[config.mk]
export PLATFORM = sky130hd
export DESIGN_NAME = button_debounce
export DESIGN_NICKNAME = d
export VERILOG_FILES = /design/src/rtl/button_debounce.sv
export SDC_FILE = /design/constraint.sdc
export NUM_CORES = 1
export LEC_CHECK = 0
export ABC_CLOCK_PERIOD_IN_PS = 5700
export BUFFER_PORTS_ARGS = -buffer_cell sky130_fd_sc_hd__buf_2
export CELL_PAD_IN_SITES_DETAIL_PLACEMENT = 1
export CELL_PAD_IN_SITES_GLOBAL_PLACEMENT = 1
export CORE_MARGIN = 10
export CORE_UTILIZATION = 50
export DETAILED_ROUTE_END_ITERATION = 12
export GPL_TIMING_DRIVEN = 1
export PLACE_DENSITY = 0.89
export SLEW_MARGIN = 20
export SYNTH_ARGS = -nofsm -noshare
export SYNTH_HDL_FRONTEND = slang
export SYNTH_SLANG_ARGS = --single-unit
[constraint.sdc]
create_clock -name clk -period 5.7 [get_ports clk]
set_clock_uncertainty 0.05 [all_clocks]
set_input_delay 1.14 -clock clk [delete_from_list [all_inputs] [get_ports clk]]
set_output_delay 1.14 -clock clk [all_outputs]
set_load 0.05 [all_outputs]
[src/rtl/button_debounce.sv]
`timescale 1ns/1ps
`default_nettype none
// +--------------------------------------------------------------------------+
// | button_debounce: two-flop pin synchroniser with debounce FSM that emits   |
// | press/release/long-press pulses, a stable level and a press counter.      |
// | Revision: 1.0                                                             |
// +--------------------------------------------------------------------------+
module button_debounce #(
  parameter logic [31:0] DEBOUNCE_LIMIT   = 32'd1000000,
  parameter logic [31:0] LONG_PRESS_LIMIT = 32'd50000000,
  parameter logic        ACTIVE_LOW       = 1'b1
) (
  input  logic       clk,
  input  logic       reset_n,
  input  logic       btn_in,
  output logic       btn_level,
  output logic       press_pulse,
  output logic       release_pulse,
  output logic       long_press_pulse,
  output logic [7:0] press_count
);

  localparam logic [31:0] c_deb_last  = DEBOUNCE_LIMIT - 32'd1;
  localparam logic [31:0] c_hold_last = LONG_PRESS_LIMIT - 32'd1;

  typedef enum logic [1:0] {
    S_IDLE        = 2'd0,
    S_DEB_PRESS   = 2'd1,
    S_PRESSED     = 2'd2,
    S_DEB_RELEASE = 2'd3
  } state_t;

  state_t      r_state;
  logic        r_sync1;
  logic        r_sync2;
  logic [31:0] r_deb_cnt;
  logic [31:0] r_hold_cnt;
  logic        r_long_fired;
  logic        w_act;

  // Normalise polarity so that 1 always means "pressed" downstream.
  assign w_act = r_sync2 ^ ACTIVE_LOW;

  always_ff @(posedge clk) begin
    if (!reset_n) begin
      // Sync flops park at the idle pin level so leaving reset never looks like a press.
      r_sync1          <= ACTIVE_LOW;
      r_sync2          <= ACTIVE_LOW;
      r_state          <= S_IDLE;
      r_deb_cnt        <= 32'd0;
      r_hold_cnt       <= 32'd0;
      r_long_fired     <= 1'b0;
      btn_level        <= 1'b0;
      press_pulse      <= 1'b0;
      release_pulse    <= 1'b0;
      long_press_pulse <= 1'b0;
      press_count      <= 8'd0;
    end else begin
      r_sync1          <= btn_in;
      r_sync2          <= r_sync1;
      press_pulse      <= 1'b0;
      release_pulse    <= 1'b0;
      long_press_pulse <= 1'b0;

      case (r_state)
        S_IDLE: begin
          if (w_act) begin
            r_state   <= S_DEB_PRESS;
            r_deb_cnt <= 32'd0;
          end
        end

        S_DEB_PRESS: begin
          if (!w_act) begin
            r_state <= S_IDLE;
          end else if (r_deb_cnt == c_deb_last) begin
            r_state      <= S_PRESSED;
            btn_level    <= 1'b1;
            press_pulse  <= 1'b1;
            press_count  <= press_count + 8'd1;
            r_hold_cnt   <= 32'd0;
            r_long_fired <= 1'b0;
          end else begin
            r_deb_cnt <= r_deb_cnt + 32'd1;
          end
        end

        S_PRESSED: begin
          if (!w_act) begin
            r_state   <= S_DEB_RELEASE;
            r_deb_cnt <= 32'd0;
          end else if ((r_hold_cnt == c_hold_last) && !r_long_fired) begin
            long_press_pulse <= 1'b1;
            r_long_fired     <= 1'b1;
          end else if (!r_long_fired) begin
            r_hold_cnt <= r_hold_cnt + 32'd1;
          end
        end

        S_DEB_RELEASE: begin
          // A bounce back to pressed resumes the hold timing where it stopped.
          if (w_act) begin
            r_state <= S_PRESSED;
          end else if (r_deb_cnt == c_deb_last) begin
            r_state       <= S_IDLE;
            btn_level     <= 1'b0;
            release_pulse <= 1'b1;
          end else begin
            r_deb_cnt <= r_deb_cnt + 32'd1;
          end
        end

        default: r_state <= S_IDLE;
      endcase
    end
  end

endmodule
`default_nettype wire
==> flow_summary.yaml, run 1 <==
run_status:
  status: "complete, no violations"
global_routing:
  grt-ovfl-total: 0
  grt_max_degree: 39
  grt.total_usage: 0.205
  antenna_found_initial: 0
  grt_pass1_wl_um: 22000
  first_global_vias: 4396
setup_path:
  worstReg2RegEnd: "r_hold_cnt[7]"
  cp_data_required_time_ns: 5.95
  cp_slowest_cell: "clkinv_1"
  regToRegSetupSlack_ns: 2.73
  critPathLaunchType: "input pin"
  regToRegStartpoint: "r_deb_cnt[0]"
  path_cells: "buf_2 -> clkinv_1 -> nor2_1 -> nand4_1 -> nor4b_1 -> a21o_1"
  setup.worst_path.start: "reset_n"
  crit_fanout: 38
  endpoint_kind: "flip-flop"
  timing_worst_setup_path_type: "in -> reg"
  critPathMaxStageDelay_ns: 0.66
  arrival_ns: 3.39
  endpoint: "r_deb_cnt[12]"
  rr_worst_depth: 6
drt:
  post_drt_wl_per_cell_um: 20.6
  drt-pass1-iter-count: 5
  wirelength_um: 13100
  ant_nets: 0
  drt-initial-drc-count: 380
  route.vias.total: 4266
  post-route-drc-count: 0
  via_per_inst: 6.74
die:
  rows: 33
  die_w_um: 112
  dieArea_sq_um: 12600
  fp.coreArea_sq_um: 8220
  io_pins: 15
  initial_utilization: 0.516
  die_h_um: 112
synthesis:
  synth_top_area_frac: 0.383
  synth_cells: 524
  yosysTopAreaCell: "dfxtp_1"
  yosysMostFrequentCell: "dfxtp_1"
  synth_edf_count: 0
  yosys-top-cells-count: "81 x dfxtp_1, 41 x nand2_1, 37 x nor2_1"
  synth_seq_cells: 81
  seq_area_frac_synth: 0.383
  synthFlopType: "dfxtp_1"
  synth_fp_nets: 530
  yosys-top-cells-area: "dfxtp_1 38%, nand4_1 4.6%, nand2_1 3.6%"
  avgSynthCellArea_sq_um: 8.09
  syn-cell-area_sq_um: 4240
  ys_warn_count: 0
  async_flop_share: 0
  synth_cell_type_count: 55
sta:
  rsz0062_at_grt: "false"
  setup_slack_ns: 2.56
  slew_violations: 0
  fmax_mhz: 318
  hold_slack_ns: 0.396
  fin_crit_ns: 3.14
  maxSlewHeadroom: 0.354
  setup_viol: 0
  tightest_slew_ns: 0.960
  tns_ns: 0
  hold_viol: 0
  min_period_over_period: 0.551
clock_tree:
  clkTransAtPathRegs_ns: 0.08
  root_buffer: "clkbuf_8"
  htree_levels: 3
  clock-sinks: 81
  cts_tree: "yes"
  clock_latency_ns: 0.35
  ctsHoldBuffers: 0
  cts-buffers-inserted: 9
  cts.repair.resized: 0
  clockBufferDepth: 2
  postCtsSetupBuffers: 0
final_layout:
  syn_to_final_growth_pct: 6.82
  final_cells: 633
  num_antenna_cells: 0
  drive_gt1_frac: 0.0795
  nets: 531
pwr:
  p_total_mw: 0.982
  irDropWorstVdd_mv: 0.167
  p_leak_nw: 1.51
  power_density_nw_per_um2: 217
placement:
  pre_cts_ws_ns: 2.23
  gp_congestion: 0.856
  dpl.hpwl_um: 8940
  portBuffers: 14
  post-place-cells: 619
worst_hold_path:
  worstHoldPathType: "reg -> reg"
  hp-start: "r_sync1"
job:
  maxCapViolCount: 0
[flip-flops by register name (all words and copies together) (netlist names), named ones only]
name,count
r_sync1,1
press_count,8
release_pulse,1
r_deb_cnt,32
r_hold_cnt,32
long_press_pulse,1
btn_level,1
press_pulse,1
r_long_fired,1
r_state,1
r_sync2,1
[logic make-up after synthesis]
family / share of synthesized area
xor gates and xnor gates: 0.0331
DFF: 0.383
adders and majority gates: 0.00886
and+or+nand+nor: 0.330
AOI/OAI and AO/OA: 0.188
buffers and inverters: 0.0434
muxes: 0.0142
[per-stage QoR]
step	area (sq um)	util
6_report	4530	0.551
4_1_cts	4510	0.549
3_5_place_dp	4350	0.530
5_1_grt	4530	0.551
3_3_place_gp	4350	0.530
2_1_floorplan	4240	-
[cell usage in the layout (no fill, tap or decap), types with 5 or more instances in the layout]
cell,netlist,routed
or3_1,16,16
nand4_1,31,31
xnor2_1,12,12
nor3_1,21,21
inv_1,15,15
dfxtp_1,81,81
nand3_1,26,26
mux2i_1,6,6
buf_2,3,14
and4_1,7,7
nand2b_1,5,5
o21ai_0,28,28
nor2_1,37,37
nand2_1,41,41
and3_1,16,16
a21oi_1,26,26
a21o_1,10,10
nor4b_1,11,11
buf_4,1,5
a31oi_1,20,20
clkbuf_8,0,10
nor4_1,22,21
[area by class of cell]
cell class / count / area, sq um
fillers: 1027 / 3690
multi-input cells: 398 / 2440
flip-flops and latches: 81 / 1620
clock buffers: 11 / 141
well taps: 105 / 131
repair buffers: 19 / 108
inverters: 16 / 60.1
clock inverters: 3 / 18.8
[routing by layer]
metal  track usage  share of wire  vias to the layer above
met3        0.0506          0.052                       24
met4        0.0677          0.017                        0
li1              -              -                     1995
met1         0.252           0.45                     2124
met2         0.342           0.48                      123
met5             0              0                        -
[worst min-delay path by stage]
stage | to | cells past startpoint
2_1_floorplan | r_sync2 | 1
3_3_place_gp | r_sync2 | 1
3_5_place_dp | r_sync2 | 1
4_1_cts | r_sync2 | 1
5_1_grt | r_sync2 | 1
6_report | r_sync2 | 1
[critical path, delay by kind of cell]
kind / cells / cell delay (ns)
buf+inv: 2 / 1.19
simple gates: 3 / 0.88
compound gates: 1 / 0.16
[power breakdown]
group | total (mW) | leakage [nW] | switching [mW] | internal [mW]
Combinational | 0.0345 | 0.772 | 0.0254 | 0.00909
Clock | 0.374 | 0.0850 | 0.209 | 0.165
Sequential | 0.573 | 0.653 | 0.00464 | 0.568
Power figures use the tool's default switching activity.
==> inputs of run 2 (changes only) <==
ABC_AREA = 1   (was default)
ABC_CLOCK_PERIOD_IN_PS = 2990   (was 5700)
CORE_UTILIZATION = 44   (was 50)
PLACE_DENSITY = 0.86   (was 0.89)
clock period = 2.99 ns   (was 5.7 ns; I/O delays follow)
==> flow_summary.yaml, run 2 <==
run_status:
  status: "complete, no violations"
die:
  dieArea_sq_um: 17000
  die_h_um: 130
  io_pins: 15
  rows: 40
  initial_utilization: 0.447
  fp.coreArea_sq_um: 12000
  die_w_um: 130
worst_hold_path:
  min_to: "r_sync2"
  worstHoldPathType: "reg -> reg"
  holdPathStages: 1
  hp-start: "r_sync1"
global_routing:
  grt_pass1_wl_um: 29900
  antenna_found_initial: 0
  first_global_vias: 6019
  grt-ovfl-total: 0
  grt_max_degree: 41
  grt.total_usage: 0.217
drt:
  post-route-drc-count: 0
  post_drt_wl_per_cell_um: 16.4
  wirelength_um: 17600
  drt-initial-drc-count: 469
  ant_nets: 0
  route.vias.total: 5996
  via_per_inst: 5.58
  drt-pass1-iter-count: 5
setup_path:
  regToRegSetupSlack_ns: 0.52
  critPathMaxStageDelay_ns: 0.63
  arrival_ns: 2.69
  cpMostUsedCell: "inv_2"
  path_cells: "inv_2 -> nor2_4 -> inv_2 -> nor2_4 -> inv_1 -> nand2_1 -> inv_2 -> nor2_2 -> nand3_1 -> a21oi_1"
  critPathLaunchType: "flip-flop"
  rr_worst_depth: 10
  timing_worst_setup_path_type: "reg -> reg"
  cp_slowest_cell: "dfxtp_1"
  regToRegStartpoint: "r_state[0]"
  endpoint_kind: "flip-flop"
  worstReg2RegEnd: "r_deb_cnt[27]"
  cp_data_required_time_ns: 3.21
  crit_fanout: 13
sta:
  tightest_slew_ns: 0.784
  slew_violations: 0
  hold_viol: 0
  min_period_over_period: 0.825
  setup_slack_ns: 0.523
  fmax_mhz: 405
  hold_slack_ns: 0.371
  fin_crit_ns: 2.47
  tns_ns: 0
  setup_viol: 0
  rsz0062_at_grt: "false"
  maxSlewHeadroom: 0.477
clock_tree:
  clock_latency_ns: 0.35
  root_buffer: "clkbuf_16"
  ctsHoldBuffers: 0
  htree_levels: 3
  clockBufferDepth: 2
  clkTransAtPathRegs_ns: 0.06
  postCtsSetupBuffers: 0
  cts-buffers-inserted: 9
  clock-sinks: 81
  cts.repair.resized: 0
  cts_tree: "yes"
pwr:
  p_leak_nw: 2.16
  switching_power_mw: 0.606
  p_total_mw: 2.57
  comb_power_share: 0.059
  power_frac_seq: 0.432
  power.share.clock: 0.509
  swShare: 0.235
  irDropWorstVdd_mv: 0.340
  power_density_nw_per_um2: 439
  internal_power_mw: 1.97
final_layout:
  drive_gt1_frac: 0.0668
  nets: 929
  syn_to_final_growth_pct: 9.70
  final_cells: 1075
  reg_top3: "r_deb_cnt: 32 flops, r_hold_cnt: 32 flops, press_count: 8 flops"
  final_common_cell: "nand2_1"
  final_cell_mix: "276 x nand2_1, 153 x nor2_1, 106 x nand3_1"
  num_antenna_cells: 0
  fin_util: 0.491
  design_area_sq_um: 5870
synthesis:
  yosys-top-cells-area: "dfxtp_1 30%, nand2_1 19%, nor2_1 11%"
  syn-cell-area_sq_um: 5350
  synth_cell_type_count: 29
  synthFlopType: "dfxtp_1"
  synth_cells: 918
  ys_warn_count: 0
  synth_seq_cells: 81
  yosys-top-cells-count: "276 x nand2_1, 153 x nor2_1, 106 x nand3_1"
  yosysTopAreaCell: "dfxtp_1"
  async_flop_share: 0
  synth_edf_count: 0
  synth_fp_nets: 924
  seq_area_frac_synth: 0.303
  yosysMostFrequentCell: "nand2_1"
  synth_top_area_frac: 0.303
  avgSynthCellArea_sq_um: 5.83
job:
  maxCapViolCount: 0
placement:
  gp_congestion: 0.926
  dpl.hpwl_um: 12600
  pre_cts_ws_ns: 0.564
  dpl_cell_area_sq_um: 5530
  post-place-cells: 1059
  portBuffers: 14
==> run 2: changes by cell type after synthesis, sizes merged, moves of 15 or more <==
cell   before  now
a21oi      26   72
a31oi      20    0
and3       16    1
inv        15   94
nand2      41  279
nand3      26  106
nor2       37  160
nor4       22    2
or3        17    0
==> run 2: area by class of cell <==
cell class | count | area [sq um]
clock inverters | 5 | 103
fillers | 1708 | 6090
repair buffers | 24 | 145
clock buffers | 11 | 243
well taps | 147 | 184
flip-flops and latches | 81 | 1620
inverters | 95 | 357
multi-input cells | 712 | 3220
==> run 2: logic make-up (layout without fill, tap and decap cells) <==
family | after synthesis | count (layout) | share of synthesized area
AND/OR/NAND/NOR | 596 | 596 | 0.470
XOR/XNOR | 20 | 20 | 0.0327
AO/OA/AOI/OAI | 93 | 93 | 0.0914
buffers and inverters | 125 | 135 | 0.0956
adder cells (fa/ha/maj) | 3 | 3 | 0.00702
flip-flops | 81 | 81 | 0.303
==> run 2: power groups by stage <==
stage	clock, mW	combinational [mW]	sequential [mW]
CTS	1.33	0.152	1.11
global placement	0	0.144	1.13
floorplan	0	0.117	1.13
finish	1.31	0.152	1.11
global route	1.37	0.169	1.11
detailed placement	0	0.149	1.13
==> run 2: worst max path at each step <==
stage | end | from | slack, ns
floorplan | r_hold_cnt[0] | r_hold_cnt[0] | 1.21
global placement | r_deb_cnt[28] | r_state[0] | 0.61
detailed placement | r_deb_cnt[2] | r_state[0] | 0.56
CTS | r_deb_cnt[27] | r_state[0] | 0.53
global route | r_deb_cnt[2] | r_state[0] | 0.29
finish | r_deb_cnt[27] | r_state[0] | 0.52
==> run 2: worst max-delay path: cells and delay by family (launching register included) <==
kind                   cells  cell delay, ns
and+or+nand+nor            5            1.06
DFF                        1            0.63
buffers and inverters      4            0.49
AOI/OAI and AO/OA          1            0.16
==> run 2: metal layers <==
metal | vias to the layer above | wire length [um] | GRT usage
met5 | - | 0 | 0
met3 | 20 | 913 | 0.0320
met4 | 0 | 238 | 0.0655
li1 | 2942 | - | -
met2 | 161 | 7740 | 0.336
met1 | 2873 | 8710 | 0.303
